File: config.mk
export PLATFORM = sky130hd
export DESIGN_NAME = icache_2way
export DESIGN_NICKNAME = d
export VERILOG_FILES = /design/src/rtl/icache_2way.sv
export SDC_FILE = /design/constraint.sdc
export NUM_CORES = 2
export LEC_CHECK = 0
export ABC_CLOCK_PERIOD_IN_PS = 10200
export CAP_MARGIN = 20
export CORE_MARGIN = 3
export CORE_UTILIZATION = 60
export CTS_CLUSTER_SIZE = 30
export DETAILED_ROUTE_END_ITERATION = 8
export GPL_ROUTABILITY_DRIVEN = 0
export PLACE_DENSITY_LB_ADDON = 0.08
export SLEW_MARGIN = 20
export SYNTH_ARGS = -nofsm -noshare
export SYNTH_HDL_FRONTEND = slang
export SYNTH_SLANG_ARGS = --single-unit
File: constraint.sdc
create_clock -name CLK -period 10.2 [get_ports CLK]
set_clock_uncertainty 0.2 [all_clocks]
set_input_delay 2.04 -clock CLK [delete_from_list [all_inputs] [get_ports CLK]]
set_output_delay 2.04 -clock CLK [all_outputs]
set_load 0.005 [all_outputs]
File: src/rtl/icache_2way.sv
// 2-way set-associative instruction cache with per-set LRU, flush and a block-refill port.
// Optional hit/miss counters are built when ICACHE_STATS_EN is defined.
module icache_2way #(
  parameter int ADDR_W      = 32,
  parameter int SETS        = 8,
  parameter int BLOCK_WORDS = 4
) (
  input  logic                                        CLK,
  input  logic                                        RESET,
  // READ/BUSYWAIT handshake: a fetch is accepted in a cycle where READ is high
  // and BUSYWAIT is low; while BUSYWAIT is high the requester holds ADDR and READ.
  input  logic [ADDR_W-1:0]                           ADDR,
  input  logic                                        READ,
  input  logic                                        FLUSH,
  output logic [31:0]                                 INSTRUCTION,
  output logic                                        BUSYWAIT,
  output logic [ADDR_W-$clog2(BLOCK_WORDS)-3:0]       MEM_ADDR,
  output logic                                        MEM_READ,
  input  logic [32*BLOCK_WORDS-1:0]                   MEM_READDATA,
  input  logic                                        MEM_BUSYWAIT,
  output logic [1:0]                                  DBG_STATE
`ifdef ICACHE_STATS_EN
  ,
  output logic [31:0]                                 HIT_COUNT,
  output logic [31:0]                                 MISS_COUNT
`endif
);

  localparam int WSEL_W = $clog2(BLOCK_WORDS);
  localparam int OFF_W  = WSEL_W + 2;
  localparam int IDX_W  = $clog2(SETS);
  localparam int TAG_W  = ADDR_W - IDX_W - OFF_W;
  localparam logic [31:0] NOP = 32'h0000_0013;

  // DBG_STATE encoding: 0 = idle, 1 = memory read, 2 = fill
  typedef enum logic [1:0] {
    S_IDLE     = 2'd0,
    S_MEM_READ = 2'd1,
    S_FILL     = 2'd2
  } state_t;

  state_t            state_q, state_d;
  logic [SETS-1:0]   valid_q [2];
  logic [SETS-1:0]   valid_d [2];
  logic [SETS-1:0]   lru_q, lru_d;
  logic              flush_pend_q, flush_pend_d;
  logic              mem_read_q, mem_read_d;
  logic [TAG_W-1:0]  tag_q  [2][SETS];
  logic [31:0]       data_q [2][SETS][BLOCK_WORDS];

  logic [IDX_W-1:0]  idx;
  logic [TAG_W-1:0]  tag;
  logic [WSEL_W-1:0] wsel;
  logic              match0, match1, hit, hit_way, victim;
  logic              flush_now, fill_we, miss_start;
  logic              unused_addr_bits;

  assign idx  = ADDR[OFF_W+IDX_W-1:OFF_W];
  assign tag  = ADDR[ADDR_W-1:OFF_W+IDX_W];
  assign wsel = ADDR[OFF_W-1:2];
  assign unused_addr_bits = ^ADDR[1:0];

  assign match0  = valid_q[0][idx] && (tag_q[0][idx] == tag);
  assign match1  = valid_q[1][idx] && (tag_q[1][idx] == tag);
  assign hit     = READ && (match0 || match1);
  assign hit_way = !match0;

  // Fill an empty way first so a set never holds the same tag twice.
  assign victim = !valid_q[0][idx] ? 1'b0 :
                  !valid_q[1][idx] ? 1'b1 : lru_q[idx];

  assign flush_now  = (state_q == S_IDLE) && (FLUSH || flush_pend_q);
  assign fill_we    = (state_q == S_FILL);
  assign miss_start = (state_q == S_IDLE) && !flush_now && READ && !hit;

  always_comb begin
    state_d      = state_q;
    valid_d[0]   = valid_q[0];
    valid_d[1]   = valid_q[1];
    lru_d        = lru_q;
    flush_pend_d = flush_pend_q;
    case (state_q)
      S_IDLE: begin
        if (flush_now) begin
          valid_d[0]   = '0;
          valid_d[1]   = '0;
          lru_d        = '0;
          flush_pend_d = 1'b0;
        end else if (hit) begin
          lru_d[idx] = ~hit_way;
        end else if (READ) begin
          state_d = S_MEM_READ;
        end
      end
      S_MEM_READ: begin
        if (FLUSH) flush_pend_d = 1'b1;
        if (!MEM_BUSYWAIT) state_d = S_FILL;
      end
      S_FILL: begin
        if (FLUSH) flush_pend_d = 1'b1;
        valid_d[victim][idx] = 1'b1;
        lru_d[idx]           = ~victim;
        state_d              = S_IDLE;
      end
      default: state_d = S_IDLE;
    endcase
    mem_read_d = (state_d == S_MEM_READ);
  end

  always_ff @(negedge CLK or posedge RESET) begin
    if (RESET) begin
      state_q      <= S_IDLE;
      valid_q[0]   <= '0;
      valid_q[1]   <= '0;
      lru_q        <= '0;
      flush_pend_q <= 1'b0;
      mem_read_q   <= 1'b0;
    end else begin
      state_q      <= state_d;
      valid_q[0]   <= valid_d[0];
      valid_q[1]   <= valid_d[1];
      lru_q        <= lru_d;
      flush_pend_q <= flush_pend_d;
      mem_read_q   <= mem_read_d;
    end
  end

  // Tag and data arrays carry no reset; the valid bits qualify them.
  always_ff @(negedge CLK) begin
    if (fill_we) begin
      tag_q[victim][idx] <= tag;
      for (int w = 0; w < BLOCK_WORDS; w++) begin
        data_q[victim][idx][w] <= MEM_READDATA[32*w +: 32];
      end
    end
  end

  always_comb begin
    BUSYWAIT = 1'b1;
    if (state_q == S_IDLE) BUSYWAIT = (READ && !hit) || flush_now;
  end

  assign MEM_READ    = mem_read_q;
  assign MEM_ADDR    = (state_q == S_MEM_READ) ? ADDR[ADDR_W-1:OFF_W] : '0;
  assign INSTRUCTION = hit ? data_q[hit_way][idx][wsel] : NOP;
  assign DBG_STATE   = state_q;

`ifdef ICACHE_STATS_EN
  logic [31:0] hit_cnt_q, hit_cnt_d, miss_cnt_q, miss_cnt_d;

  always_comb begin
    hit_cnt_d  = hit_cnt_q + {31'd0, (state_q == S_IDLE) && hit};
    miss_cnt_d = miss_cnt_q + {31'd0, miss_start};
  end

  always_ff @(negedge CLK or posedge RESET) begin
    if (RESET) begin
      hit_cnt_q  <= '0;
      miss_cnt_q <= '0;
    end else begin
      hit_cnt_q  <= hit_cnt_d;
      miss_cnt_q <= miss_cnt_d;
    end
  end

  assign HIT_COUNT  = hit_cnt_q;
  assign MISS_COUNT = miss_cnt_q;
`endif

endmodule

Word-level counts from Yosys, hierarchy flattened:

Memory sizes are Yosys's and may differ from the RTL's.
Index checks and enable logic that the tools add are counted.

* bitwise operators: 3077
* add/sub/neg operators: 0
* $mul: 0
* equality and inequality tests: 8
* multiplexer cells: 3130
* shifts and indexed selects: 0
* $lt $le $gt $ge: 7
* div/mod/pow operators: 0
* reduce and logical (&&, ||, !) cells: 20

Operators with widths (count)
* two-way mux 1024 bit: 4
* two-way mux 1 bit: 3082
* OR 1 bit: 3072
* demux 128 bit (select 3 bit): 4
* binary-select mux 128 bit (select 3 bit): 1
* two-way mux 128 bit: 3
* two-way mux 200 bit: 1
* binary-select mux 25 bit (select 3 bit): 2
* two-way mux 32 bit: 4
* two-way mux 25 bit: 5
* two-way mux 96 bit: 1
* demux 25 bit (select 3 bit): 1
* binary-select mux 32 bit (select 2 bit): 1
* two-way mux 64 bit: 1
* equality test 25 bit: 2
* case mux 16 bit (2 select lines): 1
* two-way mux 28 bit: 1
* two-way mux 8 bit: 3
* bitwise mux 8 bit: 2
* two-way mux 16 bit: 1
* OR 16 bit: 1
* case mux 8 bit (2 select lines): 1
* binary-select mux 1 bit (select 3 bit): 3
* demux 8 bit (select 1 bit): 1
* other kinds (28): 44

* logic and storage cells: 6250
* register bits: 28
* memories kept: 2
* RAM bits: 2448
* bits in latches: 0
* memory bits (read-only): 0
* output and inout bits: 64

Memory list
* data_q: depth 2, bits a word 1024, rd ports 1, clocked after memory_dff 0, write ports 1, line 49 `logic [31:0] data_q [2][SETS][BLOCK_WORDS];`
* tag_q: depth 2, bits a word 200, rd ports 2, clocked after memory_dff 0, write ports 1, line 48 `logic [TAG_W-1:0] tag_q [2][SETS];`

Longest topological paths before layout:

An unclocked memory read counts as a cell.

* depth after elaboration: 15
* depth in mapped cells: 20
* mapped depth without buffers: 11

==> results.yml <==
sta:
  setup_ws_ns: -2.26
  hold_viol: 0
  worst_slew_pin_slew_ns: 1.20
  maxSlewViolCount: 0
  slew_headroom_pct: 20.1
  rsz0062_at_grt: "yes"
  setup_viol: 41
worst_setup_path:
  startpoint: "tag_q[0][108]"
  crit_arrival_ns: 10.22
  critPathBufInv: 7
  cp-end-kind: "output pin"
  cp_num_cells: 17
  setup.worst_path.class: "flip-flop to output pin"
  startpoint_type: "flip-flop"
  critPathTopFamily: "buffers and inverters"
  cpPeakStageDelay_ns: 0.49
  reg2reg_from: "tag_q[0][108]"
  critPathRequiredTime_ns: 7.96
  slowest_stage: "mux4_2"
  reg2reg_depth: 18
  cp_max_fo: 6
  path_cells: "mux4_2 -> mux2i_1 -> xor2_1 -> nand4_1 -> and4bb_1 -> nand4_4 -> buf_12 -> buf_12 -> o41ai_4 -> buf_6 -> buf_6 -> nand3_4 -> buf_12 -> a311o_1 -> a32oi_4 -> buf_6 -> clkdlybuf4s15_2"
grt:
  grtUsageTotal_pct: 39.0
  grt_remaining_overflow: 0
  grt_pass1_wl_um: 497000
  grt_pass1_vias: 82400
  antenna_found_initial: 27
  grt_start_max_net_pins: 79
clocking:
  clkSinkCount: 2476
  cts.path.max_buffers: 4
  cts_hold_buf: 0
  tritoncts: "built"
  cts_buffers: 282
  cts_max_level: 5
  ctsRootBufferMaster: "clkbuf_16"
  path_clk_slew_ns: 0.05
  clk_latency_ns: 0.94
die:
  die_y_um: 421
  dieArea_mm2: 0.177
  die_w_um: 421
  core-area_mm2: 0.170
  io_pins: 229
  start_util_pct: 60.6
  rows: 151
synthesis:
  ys_seq_area_share_pct: 71.9
  yosysWarningCount: 0
  syn_area_mm2: 0.103
  synth_edf_count: 2448
  postSynthRegisterBits: 2476
  synth_cells: 6843
  ys_async_sr_fraction_pct: 1.13
  syn_nets: 7011
  ys_dominant_reg_cell: "edfxtp_1"
  syn_area_per_cell_um2: 15.1
  yosysUniqueCellTypes: 84
worst_hold_path:
  whs_path_depth: 2
  hp-class: "flip-flop to flip-flop"
  worstHoldStart: "valid_q[7]"
power:
  ir_drop_v: 0.000181
  leakagePower_nw: 59.4
  pwr_density_cell_mw_per_mm2: 202
  total_power_mw: 27.6
run_status:
  violations: "negative setup slack"
  status: "finished with violations"
detailed_routing:
  ant_nets: 0
  via_per_inst: 6.15
  wl_um: 349000
  drtIter0Drc: 11500
  vias: 77800
  wire_per_inst_um: 27.6
  detailedRoute.firstPassIterationCount: 7
  drc: 0
final_layout:
  areaGrowthSynthToFinish_pct: 32.3
  num-fill-cells: 9189
  final_cells: 12700
  layout.nets: 10300
  drive_gt1_share_pct: 18.8
place:
  dp_hpwl_um: 196000
  port_buffers: 226
  dp.cells: 9533
  place_ws_ns: -1.71
job:
  cap_violations: 0
## metal layers
metal	GRT usage (%)	vias to the layer above	part of all wire [%]
li1	-	32500	-
met1	47.8	37600	33
met2	60.5	6485	48
met3	13.2	1201	14
met4	23.4	4	5.4
met5	0	-	0.0077
## worst min-delay path, delay by kind of cell (launching register included)
kind / cells / cell delay [ns]
flops: 1 / 0.41
simple gates: 1 / 0.05
compound gates: 1 / 0.06
## stage by stage
stage / instance area (µm²) / hold WS [ns] / utilization [%] / TNS (ns)
2_1_floorplan: 104000 / 0.205 / - / -3499.32
3_3_place_gp: 114000 / 0.220 / 67.2 / -1189.08
3_5_place_dp: 114000 / 0.230 / 67.2 / -1141.38
4_1_cts: 135000 / 0.230 / 79.0 / -69.12
5_1_grt: 137000 / 0.260 / 80.2 / -74.04
6_report: 137000 / 0.235 / 80.2 / -69.83
## cells by family after synthesis
family	after synthesis	synth area share, %
and+or+nand+nor	2478	9.45
DFF	2476	71.9
muxes	722	11.3
AOI/OAI and AO/OA	602	4.41
buffers and inverters	525	2.57
xor gates and xnor gates	37	0.314
adders and majority gates	3	0.0364
## state kept, by name, indices dropped and copies added (netlist names)
signal,flops
data_q,2048
flush_pend_q,1
MEM_READ,1
tag_q,400
DBG_STATE,2
valid_q,16
lru_q,8
## repair_timing
item / CTS / global route
pin swaps: 107 / 113
setup endpoints to repair: 34 / 45
setup buffers: 94 / 99
endpoints found under the hold margin: 0 / 0
cloned: 8 / 18
resized for setup: 349 / 212
## worst paths after layout
kind / endpoint / slack, ns
max reg2reg: lru_q[7] / 5.99
min reg2reg: valid_q[7] / 0.24
min: valid_q[7] / 0.24
max: INSTRUCTION[24] / -2.26
min in group asynchronous: MEM_READ / 6.35
max in group asynchronous: valid_q[0] / 3.10
## cell type report
| class | count | area (µm²) | share of cell area, % |
|---|---|---|---|
| clock inverter | 2624 | 10900 | 7.96 |
| clock buffer | 295 | 7380 | 5.41 |
| inverter | 12 | 47.5 | 0.0348 |
| antenna | 19 | 47.5 | 0.0348 |
| multi-input combinational | 3842 | 28000 | 20.5 |
| timing repair buffer | 1097 | 13100 | 9.62 |
| sequential | 2476 | 74200 | 54.3 |
| tap | 2295 | 2870 | 2.10 |
## where the power goes
part	total (mW)	internal, mW	switching (mW)
Sequential	11.6	11.5	0.0586
Clock	14.2	7.35	6.87
Combinational	1.78	0.623	1.16
Total	27.6	19.5	8.09
## synthesized netlist by cell type (7+ instances only)
cell / instances / area (µm²)
edfxtp_1: 2448 / 73500
nand2_1: 2206 / 8280
mux4_2: 354 / 7970
mux2i_1: 338 / 3380
clkbuf_1: 211 / 792
buf_4: 119 / 893
buf_2: 96 / 480
o22ai_1: 87 / 544
a22oi_1: 85 / 638
nand3_1: 80 / 400
nor2_1: 71 / 267
a32oi_1: 57 / 499
a31oi_1: 50 / 313
buf_1: 40 / 150
a21oi_1: 38 / 190
a221oi_1: 36 / 315
clkbuf_2: 36 / 180
o21ai_0: 35 / 175
o22a_1: 35 / 307
and2_1: 33 / 206
dfrtn_1: 28 / 701
a221o_1: 24 / 240
xor2_1: 23 / 201
mux2_2: 22 / 248
and3_1: 21 / 131
a32o_1: 17 / 170
nand4_1: 17 / 106
o2111ai_1: 17 / 149
o21ai_1: 17 / 85.1
nor3_1: 14 / 70.1
xnor2_1: 14 / 123
a22o_1: 13 / 114
o211ai_1: 13 / 97.6
buf_6: 10 / 113
a311oi_1: 9 / 78.8
inv_1: 9 / 33.8
o221ai_1: 9 / 78.8
o2bb2ai_1: 9 / 78.8
mux2_1: 8 / 90.1
a211oi_1: 7 / 52.6
## placed cells by master, fill, tap and decap left out, types with 67 or more instances in the layout
| cell | n |
|---|---|
| mux4_2 | 354 |
| edfxtp_1 | 2448 |
| buf_6 | 69 |
| buf_4 | 484 |
| a22oi_1 | 80 |
| mux2i_1 | 324 |
| clkdlybuf4s50_1 | 188 |
| clkbuf_16 | 312 |
| nand2_1 | 2189 |
| inv_1 | 2510 |
| buf_12 | 268 |
| o22ai_1 | 67 |
Power figures use the tool's default switching activity.
